==> src/rtl/rr_arbiter16_ctrl.sv <==
// rr_arbiter16_ctrl
// Round-robin arbiter that shares one 16-input resource among 16 requesters.
// The arbiter keeps a grant until its owner drops the request. It then moves
// priority to the slot after the owner and re-arbitrates on the same edge, so
// no bubble cycle appears between owners. Outputs are registered.
//
// Optional build macro: ARB_TIMEOUT_EN
//   With the macro defined, an 8-bit hold counter revokes a grant after
//   TIMEOUT cycles. The revoked requester is then masked until it drops its
//   request. With the macro undefined, grants are held indefinitely and
//   timeout is always 0.
//
// Parameters:
//   PTR_INIT  round-robin pointer loaded at reset (0..15)
//   TIMEOUT   maximum grant hold in cycles (1..255), used only with ARB_TIMEOUT_EN
//
// Ports:
//   clk         rising-edge clock
//   rst_n       synchronous active-low reset
//   req[15:0]   request lines, one per requester
//   gnt_valid   a grant is active
//   gnt_idx     encoded index of the granted requester
//   gnt_onehot  one-hot grant, all zero when idle
//   busy        FSM is in GRANT, equal to gnt_valid
//   timeout     one-cycle pulse when a grant is force-revoked
module rr_arbiter16_ctrl #(
  parameter int unsigned PTR_INIT = 0,
  parameter int unsigned TIMEOUT  = 255
) (
  input  logic        clk,
  input  logic        rst_n,
  input  logic [15:0] req,
  output logic        gnt_valid,
  output logic [3:0]  gnt_idx,
  output logic [15:0] gnt_onehot,
  output logic        busy,
  output logic        timeout
);

  if (PTR_INIT > 15 || TIMEOUT < 1 || TIMEOUT > 255) begin : g_param_check
    $error("rr_arbiter16_ctrl: PTR_INIT or TIMEOUT out of range");
  end

  typedef enum logic {IDLE, GRANT} state_t;

  state_t      state_q, state_d;
  logic [3:0]  ptr_q, ptr_d;
  logic [3:0]  idx_q, idx_d;
  logic [15:0] onehot_q, onehot_d;
  logic        timeout_q, timeout_d;

  logic        owner_req;
  logic        release_gnt;
  logic        revoke;
  logic        rearb;
  logic [3:0]  search_ptr;
  logic [15:0] eligible;
  logic        found;
  logic [3:0]  winner;
  logic [3:0]  cand;

`ifdef ARB_TIMEOUT_EN
  localparam logic [7:0] HOLD_LAST = 8'(TIMEOUT - 1);
  logic [7:0]  cnt_q, cnt_d;
  logic [15:0] mask_q, mask_d;
`endif

  always_comb begin
    state_d   = state_q;
    ptr_d     = ptr_q;
    idx_d     = idx_q;
    onehot_d  = onehot_q;
    timeout_d = 1'b0;
    owner_req = req[idx_q];
    revoke    = 1'b0;
`ifdef ARB_TIMEOUT_EN
    cnt_d  = cnt_q;
    // A masked requester is released from the mask once it drops its request.
    mask_d = mask_q & req;
    revoke = (state_q == GRANT) && owner_req && (cnt_q == HOLD_LAST);
`endif
    release_gnt = (state_q == GRANT) && !owner_req;
    rearb       = (state_q == IDLE) || release_gnt || revoke;

    // On release or revoke, the search starts at the slot after the owner.
    search_ptr = (state_q == GRANT) ? idx_q + 4'd1 : ptr_q;

    eligible = req;
`ifdef ARB_TIMEOUT_EN
    // Exclude the revoked owner now, because its mask bit only lands on this edge.
    eligible = req & ~mask_q & ~(revoke ? onehot_q : 16'h0000);
`endif

    found  = 1'b0;
    winner = '0;
    cand   = '0;
    for (int unsigned i = 0; i < 16; i++) begin
      cand = search_ptr + 4'(i);
      if (!found && eligible[cand]) begin
        found  = 1'b1;
        winner = cand;
      end
    end

    if (rearb) begin
      if (state_q == GRANT) begin
        ptr_d = search_ptr;
      end
      if (found) begin
        state_d  = GRANT;
        idx_d    = winner;
        onehot_d = 16'd1 << winner;
`ifdef ARB_TIMEOUT_EN
        cnt_d    = '0;
`endif
      end else begin
        state_d  = IDLE;
        idx_d    = '0;
        onehot_d = '0;
      end
    end else begin
`ifdef ARB_TIMEOUT_EN
      cnt_d = cnt_q + 8'd1;
`endif
    end

`ifdef ARB_TIMEOUT_EN
    if (revoke) begin
      timeout_d = 1'b1;
      mask_d    = mask_d | onehot_q;
    end
`endif
  end

  always_ff @(posedge clk) begin
    if (!rst_n) begin
      state_q   <= IDLE;
      ptr_q     <= 4'(PTR_INIT);
      idx_q     <= '0;
      onehot_q  <= '0;
      timeout_q <= 1'b0;
`ifdef ARB_TIMEOUT_EN
      cnt_q     <= '0;
      mask_q    <= '0;
`endif
    end else begin
      state_q   <= state_d;
      ptr_q     <= ptr_d;
      idx_q     <= idx_d;
      onehot_q  <= onehot_d;
      timeout_q <= timeout_d;
`ifdef ARB_TIMEOUT_EN
      cnt_q     <= cnt_d;
      mask_q    <= mask_d;
`endif
    end
  end

  assign gnt_valid  = (state_q == GRANT);
  assign busy       = (state_q == GRANT);
  assign gnt_idx    = idx_q;
  assign gnt_onehot = onehot_q;
  assign timeout    = timeout_q;

endmodule

==> config.mk <==
export PLATFORM = sky130hd
export DESIGN_NAME = rr_arbiter16_ctrl
export DESIGN_NICKNAME = d
export VERILOG_FILES = /design/src/rtl/rr_arbiter16_ctrl.sv
export SDC_FILE = /design/constraint.sdc
export NUM_CORES = 1
export LEC_CHECK = 0
export CAP_MARGIN = 5
export CORE_MARGIN = 2
export CORE_UTILIZATION = 59
export CTS_CLUSTER_DIAMETER = 50
export DETAILED_ROUTE_END_ITERATION = 7
export PLACE_DENSITY = 0.83
export SYNTH_ARGS = -nofsm -noshare
export SYNTH_HDL_FRONTEND = slang
export SYNTH_SLANG_ARGS = --single-unit
==> constraint.sdc <==
create_clock -name clk -period 5.85 [get_ports clk]
set_input_delay 0.585 -clock clk [delete_from_list [all_inputs] [get_ports clk]]
set_output_delay 0.585 -clock clk [all_outputs]
set_load 0.1 [all_outputs]
==> out/qor.yml <==
cts-root-buf: "clkbuf_8"
num_rows: 29
clock_latency_ns: 0.27
grt_overflow: 0
pin_count: 41
async_flop_share_pct: 0
drive_gt1_share_pct: 12.4
clkSinkCount: 25
min_period_over_period_pct: 95.4
grt_pass1_wl_um: 21600
core_area_sq_um: 6310
synth_top_flop_cell: "dfxtp_1"
final-hold-violation-count: 0
grt_pass1_vias: 4058
vias: 4272
cts_buffer_depth: 2
status: "finished, final reports clean"
clk_pin_slew_ns: 0.09
final_nets: 522
slew_violations: 0
die_h_um: 84.4
tightest_slew_ns: 0.979
fin_crit_ns: 5.58
ys_warn_count: 0
synth_cell_types: 92
max_clock_freq_ghz: 0.179
start_kind: "flop"
drt-initial-drc-count: 496
setup_viol: 0
fp.dieArea_sq_um: 7130
layout_commonest_cell: "nand2_1"
viasPerCell: 7.40
crit_slowest_cell: "mux2i_1"
rsz0062_at_grt: "no"
die_x_um: 84.4
syn_area_sq_um: 3820
routed_wl_um: 13400
cp_slowest_stage_delay_ns: 0.57
place_hpwl_um: 10500
post_cts_buffers: 0
setup_tns_ns: 0
critPathCaptureType: "flop"
initial_core_util_pct: 60.4
grt_max_degree: 25
synth_seq_cells: 25
grt_util_all_layers_pct: 37.6
synth_edf_count: 0
dr.pass1.iters: 5
critical_path_required_ns: 6.05
gp_congestion: 0.978
diodes: 0
crit_fanout: 10
ys_seq_area_share_pct: 13.1
min_path_type: "flop to flop"
slew_headroom_pct: 34.5
path_cells: "ha_1, mux2i_1, ha_1, a211o_1, and2_1, o211ai_1, a21oi_2, or2_0, a21boi_0, o21ai_0, o21bai_4, a211oi_4, or3b_1, o21ai_1"
skew_ns: 0.00600
wl_per_cell_um: 23.3
syn_to_final_growth_pct: 10.1
htreeDepth: 1
crit_top_cell: "ha_1"
final_cell_mix: "nand2_1 (45), clkdlybuf4s50_1 (39), o21ai_0 (31), nor2_1 (31), nand3_1 (27)"
drv_cap: 0
cts_tree: "yes"
avgSynthCellArea_sq_um: 7.90
cts_made_buffers: 3
syn_inst: 483
ant_nets: 0
worstSetupPathType: "flop to flop"
worst-endpoint-arrival_ns: 5.78
antenna_found_initial: 0
port_buffers: 39
synth_fp_nets: 504
drc: 0
-- what timing repair did --
item | 4_1_cts | 5_1_grt
hold buffers | 0 | 0
endpoints found under the setup margin | 0 | 4
gates resized for setup | 0 | 1
-- critical path, delay by kind of cell (launching register included) --
family | cells | cell delay (ns)
AOI/OAI and AO/OA | 8 | 2.29
adders and majority gates | 2 | 0.83
DFF | 1 | 0.55
muxes | 1 | 0.57
and+or+nand+nor | 3 | 1.25
-- final timing paths --
path | cells after the start | startpoint | slack, ns | to
setup / recovery | 14 | gnt_idx[1]$_SDFFE_PN0P_ | 0.27 | gnt_onehot[13]$_SDFFE_PN0P_
hold / removal | 2 | gnt_onehot[10]$_SDFFE_PN0P_ | 0.46 | gnt_onehot[10]$_SDFFE_PN0P_
setup reg to reg | 14 | gnt_idx[1]$_SDFFE_PN0P_ | 0.27 | gnt_onehot[13]$_SDFFE_PN0P_
hold reg to reg | 2 | gnt_onehot[10]$_SDFFE_PN0P_ | 0.46 | gnt_onehot[10]$_SDFFE_PN0P_
-- final cells by class --
cell class | instances | area (sq um)
Fill cell | 531 | 2110
Clock buffer | 3 | 41.3
Sequential cell | 25 | 500
Multi-Input combinational cell | 419 | 3090
Clock inverter | 1 | 7.51
Inverter | 7 | 26.3
Tap cell | 77 | 96.3
Timing Repair Buffer | 45 | 435
-- per-layer routing --
metal  up-vias  global-route usage [%]  wire [um]
met4         0                    14.7        558
met3        53                    4.52       1260
met1      2006                    49.9       5440
li1       1904                       -          -
met5         -                       0          0
met2       309                    62.6       6190
-- logic make-up (layout without fill, tap and decap cells) --
group,after synthesis,count (layout),synth area share [%]
fa+ha+maj,3,3,0.984
compound gates,164,164,31.5
flops,25,25,13.1
xor+xnor,15,15,4.13
other cells,1,1,0.0983
simple gates,196,196,28.6
mux,40,40,15.6
buf+inv,39,56,5.93
-- metrics by stage --
step | instance area (sq um) | utilization, % | hold WS (ns) | setup WS, ns | std cells
final | 4200 | 66.5 | 0.461 | 0.269 | 577
after global routing | 4200 | 66.5 | 0.484 | 0.0769 | 577
after CTS | 4200 | 66.5 | 0.461 | 0.339 | 577
after detailed placement | 4150 | 65.7 | 0.449 | 0.417 | 573
after global placement | 4150 | 65.7 | 0.435 | 0.346 | 573
after floorplan | 3820 | - | 0.487 | 0.359 | 483
-- cells in the mapped netlist (all sizes together) (4+ instances only) --
| cell type | instances | area (sq um) |
|---|---|---|
| inv | 7 | 26.3 |
| and3 | 9 | 56.3 |
| and2 | 21 | 131 |
| a22o | 9 | 78.8 |
| a21o | 6 | 45.0 |
| nor3 | 13 | 75.1 |
| nand2 | 45 | 169 |
| xnor2 | 13 | 140 |
| nand4 | 12 | 75.1 |
| a21oi | 30 | 161 |
| mux2i | 17 | 174 |
| o21ai | 40 | 200 |
| nor2b | 4 | 32.5 |
| o211ai | 14 | 110 |
| nand2b | 4 | 32.5 |
| o211a | 4 | 40.0 |
| a211oi | 12 | 108 |
| dfxtp | 25 | 500 |
| a221oi | 6 | 58.8 |
| mux4 | 14 | 315 |
| nor4 | 5 | 46.3 |
| buf | 24 | 170 |
| nor2 | 34 | 154 |
| mux2 | 9 | 105 |
| o2111ai | 4 | 35.0 |
| nand3 | 29 | 163 |
| clkbuf | 8 | 30.0 |
-- registers in the layout (all words and copies together), names as in the netlist --
name        flops
gnt_idx         4
ptr_q           4
gnt_onehot     16
busy            1
Power is not shown: default switching activity piles up to over one toggle a cycle in this logic, so the estimate is an artifact.
==> patch 1 (config.mk and constraints unchanged) <==
Build with the macro `ARB_TIMEOUT_EN` defined.
--- a/src/rtl/rr_arbiter16_ctrl.sv
+++ b/src/rtl/rr_arbiter16_ctrl.sv
@@ -24,4 +24,6 @@
 //   busy        FSM is in GRANT, equal to gnt_valid
 //   timeout     one-cycle pulse when a grant is force-revoked
+`define ARB_TIMEOUT_EN
+
 module rr_arbiter16_ctrl #(
   parameter int unsigned PTR_INIT = 0,
Function: no difference found for any inputs over 10 cycles, from zero or initial values and one cycle with rst_n low; that may be too few to reach the edited logic, so the function may still have changed.
==> patch 1 against the original RTL <==
- sequential share of layout area increased by 4.6 points
- critical path depth is 2 higher
- setup slack better by 190 ps
- area after synthesis up 41%
- final area increased by 45%
- sequential cell count is 25 higher
- routed wire length up 41%
- clock skew up 5.9 ps
- maximum frequency is 3.5% higher
- largest cell class unchanged
- highest routed layer unchanged
==> patch 1: results (changes against the original RTL) <==
* Outcome: completed
* Hold Crit Depth at 2 (unchanged)
* Worst slew pin tran at 1098 ps (+118.3 ps)
* PortBufs at 40 (+2.6%)
* NetSw at between 0.002 and 0.0025 W
* Vias per cell at 7.097 (-4.1%)
* Initial detailed-routing violation count at 748 (+51%)
* End of the critical path: gnt_onehot[1]
* Worst-path clk slew at roughly 100 ps
* Hold Worst Slack at 481.9 ps (+20.56 ps)
* Tot GR Track Use at 0.3800 (+0.003736)
* Net count, final at 758 (+45%)
* Dpl hpwl at 14590 um (+39%)
* Dpl cell area at 0.005957 mm2 (+44%)
* Ant. Diodes at 0 (unchanged)
* WP data arrival at 5640 ps (-140 ps)
* Max-cap violations at 0 (unchanged)
* Endpoint, Worst Hold: mask_q[13]
* PwrDens at 592.9 mW/mm2
* Final setup fails at 0 (unchanged)
* Crit path max fanout at 15 (+5)
* Top post-synthesis cells by area: dfxtp_1, mux4_2, nand2_1
* Min-delay src: mask_q[13]
* CTS Buffer Depth at 2 (unchanged)
* Maximum VDD drop at about 330 uV
* Most instantiated cells after synthesis: nand2_1, nor2_1, dfxtp_1
* R2R Path Start: cnt_q[5]
* Worst setup startpoint: req[4]
* Post-CTS setup buffers at 0 (unchanged)
* Wirelength per Cell at 22.56 um (-3.2%)
* DRC at 0 (unchanged)
* Netlist cell types at 71 (-23%)
* Share of cells above drive strength 1 at 0.1301 (+0.006137)
* GPL Wtd Cong at 1.028 (+5.1%)
* Fill cells at 730 (+37%)
* Sequential share of the synthesized area at 0.1864 (+0.05529)
* Largest net degree at the start of global routing at 44 (+76%)
* Ys Warns at 0 (unchanged)
* Reg-to-reg slack, setup at 510 ps (+240 ps)
* Worst Skew at 11.89 ps (+5.890 ps)
* Clk. pwr at 0.000247 W
* H-Tree Depth at 2 (+1)
* Global-route wire length before repair at 29680 um (+37%)
* Comb pwr share at 0.800
* Worst R2R Path Depth at 16 (+2)
* Initial antenna violation count at 0 (unchanged)
* Vias in the first global route at 5441 (+34%)
* Syn_nets at 728 (+44%)
* Worst Hold Class: reg2reg
* Root Driver: clkbuf_8
* Skew-Pair Late Insertion Delay at 320 ps (+50 ps)
* DR pass1 iterations at 5 (unchanged)
* Async set-or-reset flop fraction in the synthesized netlist at 0 (unchanged)
* Leak at 2.219 nW
* Total CTS buffers at 5 (+2)
[patch 1: layout make-up]
type | instances | area [um2] | area share
flip-flops and latches | 50 | 1007 | 0.1656
clock buffers | 6 | 93.84 | 0.01543
repair buffers | 71 | 645.6 | 0.1062
clock inverters | 2 | 18.77 | 0.003086
well taps | 108 | 135.1 | 0.02222
multi-input cells | 588 | 4131 | 0.6794
inverters | 13 | 48.80 | 0.008025
[patch 1: metrics by stage]
stage                     worst slack [ps]    util  instances
after global routing                 134.4  0.6939        838
final                                458.6  0.6939        838
after global placement               314.7  0.6798        830
after CTS                            467.0  0.6926        838
after floorplan                      121.4       -        699
after detailed placement             212.6  0.6798        830
[patch 1: worst max-delay path: stages]
cell	delay [ps]
clkdlybuf4s50_1	510
mux4_2	250
nand2b_1	220
a22oi_4	460
a31oi_1	280
mux2_2	360
mux4_2	520
mux2_4	330
or4_4	610
a2111oi_1	440
o32ai_1	170
a211oi_2	280
buf_4	150
and2_1	150
o21ai_1	140
o21ai_1	180
[patch 1: routing by layer]
layer / routed length, um / part of all wire / vias up / GRT usage
met1: 7427 / 0.39 / 2794 / 0.5061
met4: 512 / 0.027 / 0 / 0.1149
met2: 8528 / 0.45 / 394 / 0.6040
met3: 2436 / 0.13 / 58 / 0.1040
met5: 0 / 0 / - / 0
li1: - / - / 2701 / -
[patch 1: kinds of logic after synthesis]
kind of cell | after synthesis | share of synthesized area
AOI/OAI and AO/OA | 223 | 0.2976
xor gates and xnor gates | 14 | 0.02284
adders and majority gates | 11 | 0.02563
buffers and inverters | 61 | 0.04754
DFF | 50 | 0.1864
muxes | 68 | 0.1720
and+or+nand+nor | 272 | 0.2480
[patch 1: what timing repair did]
item	4_1_cts	5_1_grt
hold buffers	0	0
setup endpoints to repair	0	1
gates resized for setup	0	2
==> patch 2 (same flow settings) <==
Without the edit above. Reset style: asynchronous (`rst_n`), changed in one clocked block. Comments in the files are not updated.
--- a/src/rtl/rr_arbiter16_ctrl.sv
+++ b/src/rtl/rr_arbiter16_ctrl.sv
@@ -133,5 +133,5 @@
   end
 
-  always_ff @(posedge clk) begin
+  always_ff @(posedge clk or negedge rst_n) begin
     if (!rst_n) begin
       state_q   <= IDLE;
Function: differs if rst_n is asserted again (counterexample within 4 cycles, from zero or initial values and one cycle with rst_n low); with rst_n held inactive, the same outputs for 10 cycles.
==> patch 2 against the original RTL <==
- area after synthesis fell by 7.9%
- sequential cell count unchanged
- critical path depth is 2 lower
- setup slack improved by 690 ps
- synthesized cell count fell by 16%
- clock skew is 3.8 ps higher
- routed wire length fell by 19%
- final area is 7.1% lower
- critical endpoint is now gnt_onehot[4]
Power is left out: the tool's default activity adds up to more than one toggle a clock period on the data nets, which glitch-free logic cannot reach.
==> patch 2: results (changes against the original RTL) <==
* Worst-path clk slew at 90 ps (about the same)
* Grt met1 use at 0.4543 (-0.04511)
* Critical path type: reg2reg
* Top post-synthesis cells by area: dfrtp_1, mux4_2, nand3_1
* Metal-1 WL at 4399 um (-19%)
* Predominant post-synthesis flop cell: dfrtp_1
* H-Tree Depth at 1 (unchanged)
* Vias in the first global route at 3302 (-19%)
* Dpl hpwl at 8293 um (-21%)
* Highest Signal Layer: met4
* Tot GR Track Use at 0.3395 (-0.03684)
* Post-cts sizing count at 0 (unchanged)
* Met3 usage at 0.05444 (+0.009213)
* Placed cell count at 502 (-12%)
* Largest net degree at the start of global routing at 26 (+4.0%)
* Post-place setup slack at 1004 ps (+587.2 ps)
* Final Util at 0.6668 (+0.001530)
* Net count, final at 453 (-13%)
* Metal2 WL at 5095 um (-18%)
* GPL Wtd Cong at 1.037 (+6.0%)
* R2R Path Start: gnt_idx[0]
* Netlist cell types at 94 (+2.2%)
* Vias at 3585 (-16%)
* Outcome: completed
* Hold Worst Slack at 491.3 ps (+30.00 ps)
* Crit path max fanout at 20 (+10)
* Hold Crit Depth at 2 (unchanged)
* R2R Path End: gnt_onehot[4]
* Worst setup margin at 958.6 ps (+689.7 ps)
* Non-Filler Instances at 506 (-12%)
* Async set-or-reset flop fraction in the synthesized netlist at 1.000 (+1.000)
* Largest register FFs at 16 (unchanged)
* Global-route wire length before repair at 17210 um (-20%)
* Met2 usage at 0.5545 (-0.07100)
* Dpl cell area at 0.003852 mm2 (-7.1%)
* WL met3 at 1017 um (-19%)
* Most instantiated cells after synthesis: nand3_1, nand2_1, dfrtp_1
* Sequential share of the synthesized area at 0.1780 (+0.04685)
* Fill cells at 501 (-5.6%)
* Min-delay src: gnt_onehot[7]
* WP data arrival at 5100 ps (-680 ps)
* Syn_nets at 429 (-15%)
* Post-synthesis average cell area at 8.614 um2 (+9.0%)
* Root Driver: clkbuf_8
* Worst R2R Path Depth at 12 (-2)
* Worst slew pin tran at 1272 ps (+292.9 ps)
* Share of cells above drive strength 1 at 0.1601 (+0.03609)
* Endpoint, Worst Hold: gnt_onehot[7]
* DR pass1 iterations at 6 (+1)
* Worst Skew at 9.775 ps (+3.779 ps)
* Wirelength per Cell at 21.46 um (-7.9%)
* Initial detailed-routing violation count at 545 (+9.9%)
patch 2: worst max-delay path, stage by stage, from the launching register on:
cell and delay [ps]:
dfrtp_1 650, and3_1 310, mux2i_1 180, nor2_2 1010
xor2_1 360, o32ai_1 140, a21oi_1 590, nand4_2 410
nor3b_2 430, a311o_2 270, a21oi_4 60, nand3b_1 250
o21ai_1 150
patch 2: layout make-up:
type / count / share of cell area
multi-input cells: 355 / 0.6934
flip-flops and latches: 25 / 0.1604
repair buffers: 41 / 0.1039
well taps: 75 / 0.02405
clock buffers: 3 / 0.01058
inverters: 6 / 0.005773
clock inverters: 1 / 0.001924
patch 2: logic make-up after synthesis:
group,share of synthesized area
buffers and inverters,0.05233
multiplexers,0.1887
other,0.001067
flip-flops,0.1780
adder cells (fa/ha/maj),0.01068
XOR/XNOR,0.05590
AO/OA/AOI/OAI,0.2535
AND/OR/NAND/NOR,0.2599
